## src/rtl/decoder_nx_seq.sv

```systemverilog
// ---------------------------------------------------------------------------
// decoder_nx_seq
//
// Parametrised, registered binary-to-select decoder with valid/ready
// handshakes on both sides. It replaces the fixed 3-to-8 decoder and adds
// three behaviours:
//   - a thermometer output mode,
//   - a self-timed scan mode that strobes every output line in turn,
//   - detection of codes that have no output line (code >= OUT_W).
//
// Parameters
//   IN_W       code width (1..8)
//   OUT_W      number of output lines (2 .. 2**IN_W)
//   ACTIVE_LOW 1 inverts every data_out bit (inactive level = 1)
//   SCAN_DIV   clock cycles per scan step (>= 1)
//
// Ports
//   clk        rising-edge clock
//   rst_n      synchronous reset, active-low
//   enable     block enable; low forces outputs inactive and stalls activity
//   mode       0 = ONEHOT, 1 = THERMO, 2 = SCAN, 3 = reserved
//   data_in    binary code
//   in_valid   data_in is valid
//   in_ready   block accepts data_in this cycle (combinational)
//   data_out   registered decoded pattern
//   out_valid  data_out holds an unconsumed result
//   out_ready  downstream consumes data_out
//   index_out  code or scan index that produced data_out
//   code_err   registered; set with a result whose code was >= OUT_W
//   scan_wrap  one-cycle pulse after scan index OUT_W-1 is loaded
// ---------------------------------------------------------------------------
module decoder_nx_seq #(
  parameter int IN_W       = 3,
  parameter int OUT_W      = 8,
  parameter int ACTIVE_LOW = 0,
  parameter int SCAN_DIV   = 4
) (
  input  logic             clk,
  input  logic             rst_n,
  input  logic             enable,
  input  logic [1:0]       mode,
  input  logic [IN_W-1:0]  data_in,
  input  logic             in_valid,
  output logic             in_ready,
  output logic [OUT_W-1:0] data_out,
  output logic             out_valid,
  input  logic             out_ready,
  output logic [IN_W-1:0]  index_out,
  output logic             code_err,
  output logic             scan_wrap
);

  // A one-cycle divider still needs a 1-bit register; it simply never
  // leaves zero, so every free cycle is a terminal count.
  localparam int               DIV_W    = (SCAN_DIV > 1) ? $clog2(SCAN_DIV) : 1;
  localparam logic [DIV_W-1:0] DIV_LAST = DIV_W'(SCAN_DIV - 1);
  localparam logic [IN_W-1:0]  IDX_LAST = IN_W'(OUT_W - 1);

  // XOR mask applied to every raw pattern; also the reset/disabled level.
  localparam logic [OUT_W-1:0] INACTIVE = (ACTIVE_LOW != 0) ? {OUT_W{1'b1}}
                                                            : {OUT_W{1'b0}};

  typedef enum logic [1:0] {
    MODE_ONEHOT = 2'd0,
    MODE_THERMO = 2'd1,
    MODE_SCAN   = 2'd2,
    MODE_RSVD   = 2'd3
  } mode_e;

  mode_e            mode_cur;
  mode_e            mode_q;
  logic [DIV_W-1:0] div_q;
  logic [IN_W-1:0]  scan_idx_q;

  logic [OUT_W-1:0] data_q;
  logic             valid_q;
  logic [IN_W-1:0]  index_q;
  logic             err_q;
  logic             wrap_q;

  logic slot_free;
  logic in_load;
  logic scan_entry;
  logic scan_tc;
  logic scan_load;

  // True when the code addresses no output line.
  function automatic logic code_out_of_range(input logic [IN_W-1:0] code);
    return int'(code) >= OUT_W;
  endfunction

  // Raw (active-high) pattern for a code; out-of-range codes give all zero,
  // including in thermometer mode where the fill would otherwise saturate.
  function automatic logic [OUT_W-1:0] decode_pattern(input logic [IN_W-1:0] code,
                                                      input logic            thermo);
    logic [OUT_W-1:0] pat;
    pat = '0;
    if (!code_out_of_range(code)) begin
      for (int i = 0; i < OUT_W; i++) begin
        pat[i] = thermo ? (i <= int'(code)) : (i == int'(code));
      end
    end
    return pat;
  endfunction

  assign mode_cur = mode_e'(mode);

  // The output slot can take a new result if it is empty or being drained
  // in this same cycle.
  assign slot_free = !valid_q || out_ready;

  assign in_ready = enable && (mode_cur == MODE_ONEHOT || mode_cur == MODE_THERMO)
                    && slot_free;
  assign in_load  = in_valid && in_ready;

  // The registered mode lets a fresh entry into SCAN restart from line 0;
  // the entry cycle itself only clears, it never loads.
  assign scan_entry = (mode_cur == MODE_SCAN) && (mode_q != MODE_SCAN);
  assign scan_tc    = (div_q == DIV_LAST);
  assign scan_load  = enable && (mode_cur == MODE_SCAN) && !scan_entry
                      && scan_tc && slot_free;

  // Scan divider and line index. While disabled nothing moves, mode_q
  // included, so re-enabling in SCAN resumes from the held line. A terminal
  // count that meets a full slot parks the divider there so no line is
  // skipped under backpressure.
  always_ff @(posedge clk) begin
    if (!rst_n) begin
      mode_q     <= MODE_ONEHOT;
      div_q      <= '0;
      scan_idx_q <= '0;
    end else if (enable) begin
      mode_q <= mode_cur;
      if (mode_cur == MODE_SCAN) begin
        if (scan_entry) begin
          div_q      <= '0;
          scan_idx_q <= '0;
        end else if (scan_tc) begin
          if (slot_free) begin
            div_q      <= '0;
            scan_idx_q <= (scan_idx_q == IDX_LAST) ? '0 : scan_idx_q + IN_W'(1);
          end
        end else begin
          div_q <= div_q + DIV_W'(1);
        end
      end
    end
  end

  // Output register. Disable discards any pending result; a drain without
  // a new load only drops valid and keeps the last pattern visible.
  always_ff @(posedge clk) begin
    if (!rst_n) begin
      data_q  <= INACTIVE;
      valid_q <= 1'b0;
      index_q <= '0;
      err_q   <= 1'b0;
      wrap_q  <= 1'b0;
    end else if (!enable) begin
      data_q  <= INACTIVE;
      valid_q <= 1'b0;
      err_q   <= 1'b0;
      wrap_q  <= 1'b0;
    end else begin
      wrap_q <= 1'b0;
      if (in_load) begin
        data_q  <= decode_pattern(data_in, mode_cur == MODE_THERMO) ^ INACTIVE;
        valid_q <= 1'b1;
        index_q <= data_in;
        err_q   <= code_out_of_range(data_in);
      end else if (scan_load) begin
        data_q  <= decode_pattern(scan_idx_q, 1'b0) ^ INACTIVE;
        valid_q <= 1'b1;
        index_q <= scan_idx_q;
        err_q   <= 1'b0;
        wrap_q  <= (scan_idx_q == IDX_LAST);
      end else if (out_ready) begin
        valid_q <= 1'b0;
      end
    end
  end

  assign data_out  = data_q;
  assign out_valid = valid_q;
  assign index_out = index_q;
  assign code_err  = err_q;
  assign scan_wrap = wrap_q;

endmodule
```

## config.mk

```make
export PLATFORM = sky130hd
export DESIGN_NAME = decoder_nx_seq
export DESIGN_NICKNAME = d
export VERILOG_FILES = /design/src/rtl/decoder_nx_seq.sv
export SDC_FILE = /design/constraint.sdc
export NUM_CORES = 1
export LEC_CHECK = 0
export CAP_MARGIN = 20
export CORE_UTILIZATION = 33
export CTS_BUF_LIST = sky130_fd_sc_hd__clkbuf_4 sky130_fd_sc_hd__clkbuf_8
export DETAILED_ROUTE_END_ITERATION = 12
export DONT_BUFFER_PORTS = 1
export PLACE_DENSITY_LB_ADDON = 0.1
export SLEW_MARGIN = 20
export SYNTH_ARGS = -nofsm -noshare
export SYNTH_HDL_FRONTEND = slang
export SYNTH_SLANG_ARGS = --single-unit
```

## constraint.sdc

```tcl
create_clock -name clk -period 1.9 [get_ports clk]
set_clock_uncertainty 0.15 [all_clocks]
set_input_delay 0.285 -clock clk [delete_from_list [all_inputs] [get_ports clk]]
set_output_delay 0.285 -clock clk [all_outputs]
set_load 0.01 [all_outputs]
```

Word-level counts from Yosys, hierarchy flattened
Index checks and enable logic that the tools add are counted.

storage, ports and cells
  register bits = 20
  output and inout bits = 15
  input bits = 10

cells by class
  bitwise logic cells = 3
  reductions and logical operators = 24
  equality and inequality tests = 20
  multiplexer cells = 22
  $add $sub $neg = 2
  order comparisons = 7

operators with widths
  operator               number
  $eq A3 B3 Y1 const A   8
  $mux W3                6
  $mux W8                2
  $eq A2 B3 Y1 const A   4
  $le A3 B3 Y1 const A   4
  $mux W1                11
  $logic_and A1 B1 Y1    8
  $eq A1 B3 Y1 const A   2
  $le A2 B3 Y1 const A   2
  $logic_not A3 Y1       2
  $mux W2                3
  $reduce_bool A2 Y1     3
  $eq A2 B2 Y1 const B   2
  $reduce_and A2 Y1      2
  $reduce_and A4 Y1      1
  $reduce_or A4 Y1       1
  $add A3 B1 Y3 const B  1
  $eq A3 B3 Y1 const B   1
  $le A1 B3 Y1 const A   1
  $ne A3 B3 Y1 const B   1
  $not A1 Y1             3
  $reduce_and A3 Y1      1
  $reduce_bool A3 Y1     1
  $add A2 B1 Y2 const B  1
  5 further kinds        7

Depth between registers and ports, before layout
  word-level depth = 8
  gate-level depth with buffers = 6
  gate-level depth less buffers = 5

Worst setup path before layout
Ideal clock, no wire load.

  path kind = register to register
  start = register scan_idx_q[0]
  end = register scan_idx_q[0]
  setup time = 0.070 ns
  setup slack = 0.252 ns
  arrival = 1.428 ns
  cell stages (with the launch flop) = 6
  required time = 1.680 ns
  cells stage by stage = dfxtp_1 ha_1 ha_1 a21oi_1 or4b_1 a21oi_1

on the way
  longest elaborated chain between the ends = 5
  elaborated cells between the ends (all ways) = 6

ends and longest elaborated chain
  what                                                  line  source
  from (decl)                                           73    logic [IN_W-1:0] scan_idx_q;
  from (signal assigned)                                141   scan_idx_q <= (scan_idx_q == IDX_LAST) ? '0 : scan_idx_q + IN_W'(1);
  $add A3 B1 Y3 / $eq A3 B3 Y1 (equally long branches)  141
  $mux W3 *                                             141
  $mux W3 *                                             139   if (slot_free) begin
  $mux W3 *                                             138   end else if (scan_tc) begin
  $mux W3 *                                             135   if (scan_entry) begin

Every way passes the cells marked *; elsewhere a longest branch is shown, timed or not. The select of a mux whose other input is x is not followed.
A chain may end at the register's enable or synchronous reset.

Worst setup path in the final report
Ends and elaborated chain as after synthesis.

==> summary.md <==
| Metric | Value |
|---|---|
| R2R Setup Slk | `0.08 ns` |
| First-pass GRT wire length | `4.45 mm` |
| Internal power | `0.000538 W` |
| Initial antenna violation count | `0` |
| Hold violation count in the final report | `0` |
| Fmax | `550 MHz` |
| CTS tree | `built` |
| Warnings, synthesis | `0` |
| Switching power | `0.000179 W` |
| CP startpoint | `scan_idx_q[0]` |
| Die Wd | `60.4 um` |
| Remaining antenna violation count | `0` |
| Root Driver | `clkbuf_4` |
| Syn nets | `150` |
| Final core occ | `39.2%` |
| Die Height | `60.4 um` |
| Pwr per Cell Area | `579 mW/mm^2` |
| Part of the power in registers | `61.5%` |
| Total track usage | `16.3%` |
| Clk pwr share | `28.2%` |
| Final setup fails | `0` |
| Max VDD drop | `0.353 mV` |
| IO buf count | `0` |
| Clock Sinks | `20` |
| Setup CP Type | `reg -> reg` |
| DRC | `0` |
| Logic pwr share | `10.3%` |
| H-Tree Depth | `1` |
| Routed length per instance | `14.5 um` |
| Synth top area share | `35.5%` |
| Initial Util | `35.8%` |
| Share of cells above drive strength 1 | `11.7%` |
| Most frequent cells in the layout | `20 x nand2_1, 20 x dfxtp_1, 10 x a21oi_1` |
| Sequential area share after synthesis | `35.5%` |
| Die area | `0.00365 mm^2` |
| Setup_tns | `0 ns` |
| Setup crit start kind | `flip-flop` |
| RSZ-0062 raised after global routing | `false` |
| Worst skew pair latency | `0.29 ns` |
| Tmin final | `1.82 ns` |
| Mean Syn Cell Area | `8.48 um^2` |
| CTS buffer count | `3` |
| Cell taking the most area after synthesis | `dfxtp_1` |
| Max-Cap Viols | `0` |
| CP Max Fanout | `6` |
| Status | `complete, no violations` |
| # IOs | `25` |
| Clk buf depth | `2` |
| Initial DRT Pass Iterations | `4` |
| Worst EP required | `1.99 ns` |
| Clk slew on worst S/H paths | `0.11 ns` |
| Layout Nets | `156` |
| Via-to-Cell Ratio | `5.43` |
| Top cells by area, synth | `dfxtp_1 36%, ha_1 7.8%, nand2_1 6.7%, a311oi_1 5.4%, a21oi_1 4.9%` |
| Pins Over Slew Limit | `0` |
| ANT cells | `0` |
| Crit. End Element | `flip-flop` |
| Cell Area, Synth | `0.00113 mm^2` |
| End of the critical path | `scan_idx_q[0]` |
| Core region area | `0.00315 mm^2` |
| RR Endpoint | `scan_idx_q[0]` |
| Routability cong. | `0.779` |
| Starting DRT DRC Count | `64` |
| GRT Residual Overflow | `0` |
| Post-Syn Instances | `133` |
| WL final | `2.62 mm` |
| Dpl hpwl | `1.95 mm` |
| Vias | `983` |
| Period utilization | `95.6%` |
| Synth cell types | `34` |
| Vias in the first global route | `971` |
| Yosys reg bits | `20` |
| Critical path data arrival time | `1.90 ns` |
| P&R area growth vs syn | `9.77%` |
| Pin count of the biggest net entering global routing | `23` |
| R2R cell count | `5` |
| Tightest Hold Check Type | `in -> reg` |
| R2R Path Start | `scan_idx_q[0]` |
| FP Rows | `20` |
| Leakage | `0.448 nW` |
| Sw frac | `25.0%` |
[flip-flops by register name, summed over array words and instances, names as in the netlist]
name,cells
data_out,8
div_q,2
index_out,3
mode_q,2
out_valid,1
scan_idx_q,3
scan_wrap,1
[worst max-delay path, stage by stage, from the launching register on]
cell and delay (ns):
dfxtp_1 0.39, ha_1 0.24, ha_1 0.22, a21oi_2 0.16, or4b_1 0.46, a21oi_1 0.15
[cells in the mapped netlist]
master and count:
or2_2 1, buf_2 1, or4b_1 1, nand2_1 20, nand3b_4 1, or3_1 1
inv_1 5, or2b_1 1, buf_4 2, a32oi_1 1, mux2i_1 3, o21ai_0 9
nand4b_1 2, or3_4 1, nor3_4 1, buf_6 2, buf_1 1, conb_1 1
nor4_1 1, nand3_1 7, and3b_2 1, clkbuf_1 2, a21oi_1 11, dfxtp_1 20
nor3b_1 1, nand3b_1 1, nand2b_1 3, a22oi_2 1, a41o_1 1, ha_1 7
a31oi_1 7, and2b_1 2, a311oi_1 7, nor2_1 7
[per-layer routing]
metal	part of all wire, %	global-route usage [%]
met5	0	0
met4	0.38	2.92
met3	5.6	3.84
met2	50	28.9
met1	44	20.2
[power by group through the flow]
stage / combinational [W] / sequential [W] / clock, W
2_1_floorplan: 0.0000607 / 0.000448 / 0
3_3_place_gp: 0.0000627 / 0.000451 / 0
3_5_place_dp: 0.0000635 / 0.000451 / 0
4_1_cts: 0.0000724 / 0.000441 / 0.000216
5_1_grt: 0.0000823 / 0.000443 / 0.000235
6_report: 0.0000735 / 0.000441 / 0.000202
[cells by family after synthesis]
kind of cell | Yosys count | share of synthesized area (%)
muxes | 3 | 2.66
and+or+nand+nor | 52 | 26.3
other | 1 | 0.333
AOI/OAI and AO/OA | 37 | 21.0
buffers and inverters | 13 | 6.44
adders and majority gates | 7 | 7.77
DFF | 20 | 35.5
[what timing repair did]
action                                  CTS  global route
setup buffers                             0             2
endpoints found under the hold margin     6             0
endpoints found under the setup margin    0             3
hold buffers                              4             0
resized for setup                         0             2
[how the worst min path moves through the flow]
stage          startpoint      endpoint  slack, ns  cells after the start
2_1_floorplan       rst_n  index_out[0]       0.27                      2
3_3_place_gp        rst_n  index_out[2]       0.30                      2
3_5_place_dp        rst_n  index_out[2]       0.29                      2
4_1_cts        data_in[2]   data_out[4]       0.02                      2
5_1_grt        data_in[2]   data_out[4]       0.02                      2
6_report       data_in[2]   data_out[4]       0.03                      2
[metrics by stage]
stage	power, W	worst slack (ns)	hold WS, ns	instances	cell area [um^2]
6_report	0.000717	0.0829	0.0265	181	1240
3_3_place_gp	0.000513	0.146	0.295	172	1150
3_5_place_dp	0.000514	0.0930	0.291	172	1150
4_1_cts	0.000730	0.0598	0.0188	179	1210
5_1_grt	0.000760	0.0146	0.0175	181	1240
2_1_floorplan	0.000509	0.252	0.273	133	1130
[area by class of cell]
type                       instances  area [um^2]
clock buffer                       3         22.5
fill                             344         1920
inverter                           5         18.8
multi-input combinational        100          663
sequential                        20          400
tap                               44         55.1
timing repair buffer               9         77.6
Note: power is estimated with default switching activity, not from simulation.
